**config.mk**
```make
export PLATFORM = sky130hd
export DESIGN_NAME = unpacked_array_fifo
export DESIGN_NICKNAME = d
export VERILOG_FILES = /design/src/rtl/unpacked_array_fifo_pkg.sv /design/src/rtl/unpacked_array_fifo_ptr.sv /design/src/rtl/unpacked_array_fifo.sv
export SDC_FILE = /design/constraint.sdc
export NUM_CORES = 1
export LEC_CHECK = 0
export ABC_AREA = 0
export CORE_AREA = 2 2 47 49
export DETAILED_ROUTE_END_ITERATION = 12
export DIE_AREA = 0 0 49 51
export GPL_TIMING_DRIVEN = 0
export PLACE_DENSITY = 0.73
export REMOVE_ABC_BUFFERS = 1
export SLEW_MARGIN = 10
export SYNTH_ARGS = -nofsm -noshare
export SYNTH_HDL_FRONTEND = slang
export SYNTH_SLANG_ARGS = --single-unit
```
**constraint.sdc**
```tcl
create_clock -name clock -period 2.7 [get_ports clock]
set_clock_uncertainty 0.15 [all_clocks]
set_input_delay 0.54 -clock clock [delete_from_list [all_inputs] [get_ports clock]]
set_output_delay 0.54 -clock clock [all_outputs]
set_load 0.005 [all_outputs]
```
**src/rtl/unpacked_array_fifo_pkg.sv**
```systemverilog
// Shared widths and types for the unpacked-array FIFO slice.
// Package-level values describe the default build (M=2, DEPTH=4); modules derive their own via the functions.
// No state; no flow control.
package unpacked_array_fifo_pkg;

    localparam int DEF_M     = 2;
    localparam int DEF_DEPTH = 4;
    localparam int PTR_W     = $clog2(DEF_DEPTH);
    localparam int CNT_W     = PTR_W + 1;

    typedef logic [DEF_M-1:0] word_t;

    function automatic int ptr_width(input int depth);
        return $clog2(depth);
    endfunction

    // One extra bit so the occupancy can represent DEPTH itself.
    function automatic int cnt_width(input int depth);
        return $clog2(depth) + 1;
    endfunction

endpackage

```
**src/rtl/unpacked_array_fifo_ptr.sv**
```systemverilog
// Wrapping W-bit pointer for the FIFO store; DEPTH is a power of two so natural overflow wraps.
// Latency: pointer advances on the clock edge where inc is high.
// Backpressure: none; the caller only raises inc for accepted transfers.
module fifo_ptr
    import unpacked_array_fifo_pkg::*;
#(
    parameter int W = PTR_W
) (
    input  logic         clock,
    input  logic         rstn,
    input  logic         inc,
    output logic [W-1:0] ptr
);

    always_ff @(posedge clock or negedge rstn) begin
        if (!rstn) begin
            ptr <= '0;
        end else if (inc) begin
            ptr <= ptr + W'(1);
        end
    end

endmodule

```
**src/rtl/unpacked_array_fifo.sv**
```systemverilog
// Elastic input stage: buffers M-bit words in an unpacked store and returns them in order.
// Latency: rd_data/rd_valid registered, one cycle after an accepted read; no write-to-read bypass.
// Backpressure: writes rejected when full unless a read is accepted in the same cycle; flags sticky errors.
module unpacked_array_fifo
    import unpacked_array_fifo_pkg::*;
#(
    parameter int M     = 2,
    parameter int DEPTH = 4
) (
    input  logic                       clock,
    input  logic                       rstn,
    input  logic                       wr_en,
    input  logic [M-1:0]               wr_data,
    input  logic                       rd_en,
    output logic [M-1:0]               rd_data,
    output logic                       rd_valid,
    output logic                       full,
    output logic                       empty,
    output logic [cnt_width(DEPTH)-1:0] count,
    output logic                       overflow,
    output logic                       underflow,
    input  logic                       clear_err
);

    localparam int PW = ptr_width(DEPTH);
    localparam int CW = cnt_width(DEPTH);

    typedef logic [M-1:0] mword_t;

    mword_t        mem [DEPTH];
    logic [PW-1:0] wr_ptr;
    logic [PW-1:0] rd_ptr;
    logic          wa;
    logic          ra;
    logic          ovf_evt;
    logic          udf_evt;
    logic [CW-1:0] count_nxt;

    // A read frees a slot in the same cycle, so a write into a full FIFO is still taken.
    always_comb begin
        ra        = rd_en && !empty;
        wa        = wr_en && (!full || ra);
        ovf_evt   = wr_en && full && !rd_en;
        udf_evt   = rd_en && empty;
        count_nxt = count + CW'(wa) - CW'(ra);
    end

    fifo_ptr #(.W(PW)) u_wr_ptr (
        .clock (clock),
        .rstn  (rstn),
        .inc   (wa),
        .ptr   (wr_ptr)
    );

    fifo_ptr #(.W(PW)) u_rd_ptr (
        .clock (clock),
        .rstn  (rstn),
        .inc   (ra),
        .ptr   (rd_ptr)
    );

    // Storage is deliberately left out of reset.
    always_ff @(posedge clock) begin
        if (wa) begin
            mem[wr_ptr] <= wr_data;
        end
    end

    always_ff @(posedge clock or negedge rstn) begin
        if (!rstn) begin
            count <= '0;
            full  <= 1'b0;
            empty <= 1'b1;
        end else begin
            count <= count_nxt;
            full  <= (count_nxt == CW'(DEPTH));
            empty <= (count_nxt == '0);
        end
    end

    always_ff @(posedge clock or negedge rstn) begin
        if (!rstn) begin
            rd_data  <= '0;
            rd_valid <= 1'b0;
        end else begin
            rd_valid <= ra;
            if (ra) begin
                rd_data <= mem[rd_ptr];
            end
        end
    end

    // A fresh error in the same cycle takes priority over clear_err.
    always_ff @(posedge clock or negedge rstn) begin
        if (!rstn) begin
            overflow  <= 1'b0;
            underflow <= 1'b0;
        end else begin
            if (ovf_evt) begin
                overflow <= 1'b1;
            end else if (clear_err) begin
                overflow <= 1'b0;
            end
            if (udf_evt) begin
                underflow <= 1'b1;
            end else if (clear_err) begin
                underflow <= 1'b0;
            end
        end
    end

endmodule
```
# == Word level (Yosys, flattened, before mapping) ==
# Memory sizes are Yosys's and may differ from the RTL's. A register that Yosys moved wholly into a read port is not among the register bits.
# Index checks and enable logic that the tools add are counted.
# op_classes
reduce_logical,13
n_addsub,4
muxes,5
n_eq_ne,1
# ops
op,count
1-bit logical AND,5
1-bit 2-to-1 mux,5
"2-bit by 1-bit adder with 2-bit output, second input constant",2
1-bit zero test,4
2-bit nonzero test,2
3-bit by 1-bit adder with 3-bit output,1
"3-bit equality test, second input constant",1
3-bit zero test,1
3-bit by 1-bit subtractor with 3-bit output,1
1-bit logical OR,1
# word_totals
memories,1
ff_bits,12
word_cells,32
out_inout_bits,10
input_bits,7
ram_bits,8
# memory_table
memory,words,width,read_ports,rd_clocked_by_memory_dff,wr,line_no,rtl
mem,4,2,1,1,1,unpacked_array_fifo.sv:30,mword_t mem [DEPTH];

# == Longest topological paths before layout ==
# logic_depth
word_depth,7
depth_mapped,10
ltp_nobuf,10

# == Modules after synthesis ==
# Synthesis repeated with hierarchy kept, for this count alone.
# unflattened
cells_unflattened,58
hier_area_um2,889.6
# by_module_without_submodules
module,seq_area_each_um2,cells_each,instances,area_per_inst_um2
unpacked_array_fifo,491.7,48,1,747.0
fifo_ptr,50.0,5,2,71.3

# == Least setup slack after synthesis ==
# No wires, ideal clock.
# synth_path
kind,input to register
startpoint,input port rd_en
endpoint,register full
path_buffers,0
setup_slack_ns,0.374
arrival_ns,2.088
t_required_ns,2.462
path_stages,10
cell_sequence,nand2b_4 > a21boi_4 > inv_1 > ha_1 > inv_1 > ha_1 > inv_1 > fa_1 > xnor2_1 > nor3b_1
# synth_via
elab_chain_cells,6
# synth_rtl
item,line_no,rtl
start: declaration,unpacked_array_fifo.sv:14,"input logic rd_en,"
1-bit logical AND *,unpacked_array_fifo.sv:41,ra = rd_en && !empty;
1-bit logical OR,unpacked_array_fifo.sv:42,wa = wr_en && (!full || ra);
1-bit logical AND,unpacked_array_fifo.sv:42,
3-bit by 1-bit adder with 3-bit output,unpacked_array_fifo.sv:45,count_nxt = count + CW'(wa) - CW'(ra);
3-bit by 1-bit subtractor with 3-bit output *,unpacked_array_fifo.sv:45,
net count_nxt[2],unpacked_array_fifo.sv:37,logic [CW-1:0] count_nxt;
3-bit equality test *,unpacked_array_fifo.sv:76,full <= (count_nxt == CW'(DEPTH));
end signal: assignment,unpacked_array_fifo.sv:76,
end: declaration,unpacked_array_fifo.sv:17,"output logic full,"
# The timed path passes the listed nets; every way through them passes the cells marked *.
# A chain may end at the register's enable or synchronous reset.

# == Worst setup path in the final report ==
# layout_path
startpoint,input port wr_en
endpoint,register full
# layout_via
elab_chain_cells,4
# layout_rtl
item,line_no,rtl
start: declaration,unpacked_array_fifo.sv:12,"input logic wr_en,"
1-bit logical AND,unpacked_array_fifo.sv:42,
3-bit by 1-bit adder with 3-bit output,unpacked_array_fifo.sv:45,
3-bit by 1-bit subtractor with 3-bit output,unpacked_array_fifo.sv:45,
net count_nxt[2],unpacked_array_fifo.sv:37,
3-bit equality test,unpacked_array_fifo.sv:76,
# The timed path passes the listed nets, and every way through them passes these cells.

==> results.yml <==
synth:
  ys_seq_area_frac: 0.6273
  synth-main-ff-cell: "dfrtp_1"
  synth_edf_count: 8
  synth_commonest_cells: "dfrtp_1 (13), inv_1 (9), nand2_1 (9)"
  syn_inst: 65
  ys_warn_count: 0
  synth.avg_cell_area_sq_um: 14.51
  yosys-top-cells-area: "dfrtp_1 (34%), edfxtp_1 (25%), ha_1 (8.0%), mux4_1 (5.6%), xnor2_1 (4.6%)"
  synthArstFlopShare: 0.6364
  synth_top_area_frac: 0.3448
  yosysUniqueCellTypes: 17
  yosys.area.top_type: "dfrtp_1"
  synthMostInstantiatedCell: "dfrtp_1"
  syn_area_sq_um: 943.4
  ys_ff_latch: 22
worst_setup_path:
  critPathCaptureType: "register"
  critical_path_class: "in -> reg"
  r2r-start: "empty$_DFF_PN1_"
  cp_max_fo: 3
  critPathBufInv: 4
  cpMostUsedCell: "inv_1"
  critPathSlowestCell: "clkdlybuf4s50_1"
  crit_family: "adder cells"
  crit_required_ns: 2.77
  crit_chain: "clkdlybuf4s50_1, a21boi_4, inv_1, ha_1, inv_1, ha_1, inv_1, fa_1, xnor2_2, nor3b_1"
  critPathLaunch: "wr_en"
  arrival_ns: 2.58
  startpoint_type: "primary input"
  critical_path.max_stage_delay_ns: 0.48
pwr:
  power.switching_w: 0.0003519
  ir_drop_mv: 0.5466
  swShare: 0.3032
  p_leak_nw: 0.5224
  cellPowerDensity_nw_per_um2: 973.2
  p_comb_frac: 0.387
  intPower_w: 0.0008086
  finalPower_w: 0.001160
  seqPwrFrac: 0.464
  clkPwrFrac: 0.149
detailed_routing:
  firstDrtPassIters: 5
  wire_per_inst_um: 11.68
  num_vias: 517
  ant_nets: 0
  routed_wl_um: 1332
  drcViolationCount: 0
  drt_iter0_drc: 1
  viasPerCell: 4.535
placed_design:
  dpl.hpwl_um: 1038
  port_buffers: 16
  place_congestion: 0.6979
  placed_cells: 109
  place_ws_ns: -0.3796
clock_network:
  clock_path_buffers: 2
  htreeDepth: 1
  cts.sinks: 22
  clk_pin_slew_worst_paths_ns: 0.11
  numCtsBuffers: 3
  ctsHoldBuffers: 0
  clk_latency_ns: 0.30
  root_buffer: "clkbuf_4"
  cts_tree: "built"
floorplanning:
  row_count: 17
  dieHeight_um: 51
  fp.dieArea_sq_um: 2499
  initial_core_util: 0.4572
  io_pins: 17
  design.core.area_sq_um: 2063
  die_w_um: 49
finish:
  register_area_sq_um: 591.8
  layout-drive-gt1-share: 0.1163
  syn_to_final_growth_pct: 26.39
  nets: 101
  fin_cells: 114
  diodes: 0
  fill_cells: 183
  post-route-util: 0.5779
  multiInputGateArea_sq_um: 325.3
global_routing:
  grt_pass1_vias: 538
  grt.total_usage: 0.1365
  grt-ovfl-total: 0
  antenna_found_initial: 0
  grt_pass1_wl_um: 2394
  grt_max_degree: 15
min_path:
  hold_path_class: "reg -> reg"
  min_from: "rd_data[1]$_DFFE_PN0P_"
timing:
  final_hold_viol_count: 0
  setup_ws_ns: 0.1936
  tightest_slew_ns: 0.6162
  rsz0062_at_grt: "false"
  post-route-min-period_ns: 2.506
  clock.fmax_mhz: 399.0
  finalSetupViolations: 0
  min_period_over_period: 0.9283
  relSlewSlack: 0.5879
  maxSlewViolCount: 0
job:
  maxCapViolCount: 0
status:
  status: "finished, final reports clean"
==> metrics by stage <==
stage | hold WS, ns | TNS, ns | cell area [sq um]
after global placement | 0.3097 | -0.8846 | 1139
final | 0.3414 | 0 | 1192
after detailed placement | 0.3213 | -0.9538 | 1139
after CTS | 0.3498 | 0 | 1190
after global routing | 0.3733 | 0 | 1192
after floorplan | 0.09441 | 0 | 943.4
==> state kept, by name (all words and copies together) (netlist names), 2 cells and up <==
name          count
count             3
mem               8
u_rd_ptr.ptr      2
rd_data           2
u_wr_ptr.ptr      2
==> metal layers <==
layer  track usage  routed length, um
met5             0                  0
met2        0.2489                733
met4        0.1000                 29
met1        0.1401                532
met3       0.02632                 37
==> power by group through the flow <==
| stage | clock network [W] | registers, W | logic, W |
|---|---|---|---|
| after floorplan | 0 | 0.000540 | 0.000252 |
| after global placement | 0 | 0.000543 | 0.000409 |
| after detailed placement | 0 | 0.000550 | 0.000420 |
| after CTS | 0.000181 | 0.000542 | 0.000448 |
| after global routing | 0.000198 | 0.000555 | 0.000505 |
| final | 0.000173 | 0.000538 | 0.000449 |
==> final timing paths <==
kind | slack, ns | to | depth (start not counted)
hold / removal | 0.34 | rd_data[1]$_DFFE_PN0P_ | 2
hold reg to reg | 0.34 | rd_data[1]$_DFFE_PN0P_ | 2
min in group asynchronous | 0.46 | count[2]$_DFF_PN0_ | 1
setup / recovery | 0.19 | full$_DFF_PN0_ | 10
setup reg to reg | 0.31 | full$_DFF_PN0_ | 9
max in group asynchronous | 1.54 | rd_data[0]$_DFFE_PN0P_ | 1
==> worst reg2reg max path, cell delays in order, from the launching register on <==
cell      delay, ns
dfstp_2        0.56
nand2b_4       0.16
inv_1          0.11
ha_1           0.30
inv_1          0.05
ha_1           0.12
inv_1          0.05
fa_1           0.40
xnor2_2        0.21
nor3b_1        0.20
==> final cells by class <==
type,count,share of cell area
Sequential cell,22,0.4963
Multi-Input combinational cell,34,0.2728
Timing Repair Buffer,17,0.1427
Clock buffer,4,0.03043
Tap cell,28,0.02938
Inverter,9,0.02833
==> cell usage in the layout, fill, tap and decap left out <==
cell type	Yosys	routed
buf_4	0	1
xnor2_1	5	4
and2_1	4	4
clkbuf_8	0	1
clkbuf_4	0	3
inv_1	9	9
o22ai_1	1	1
fa_1	1	1
dfrtp_1	13	13
ha_1	6	6
dfstp_2	1	1
nor3_1	1	1
mux4_1	2	2
dlymetal6s2s_1	0	1
nor3b_1	1	1
nand2_1	9	9
clkdlybuf4s50_1	0	15
o21ai_0	1	1
xnor2_2	0	1
a21boi_4	1	1
edfxtp_1	8	8
nand2b_4	1	1
mux2_2	1	1
==> timing repair <==
item                                    in CTS  in global routing
gates cloned                                 0                  0
resized for setup                            1                  1
endpoints found under the setup margin       1                  1
buffers inserted                             1                  0
endpoints found under the hold margin        0                  0
pin swaps                                    1                  1
==> kinds of logic (layout without fill, tap and decap cells) <==
family / after synthesis / after routing / synth area share
fa+ha+maj: 7 / 7 / 0.1008
compound gates: 3 / 3 / 0.03183
simple gates: 16 / 16 / 0.09017
buf+inv: 9 / 30 / 0.03581
mux: 3 / 3 / 0.06764
flops: 22 / 22 / 0.6273
xor+xnor: 5 / 5 / 0.04642
Power figures use the tool's default switching activity.
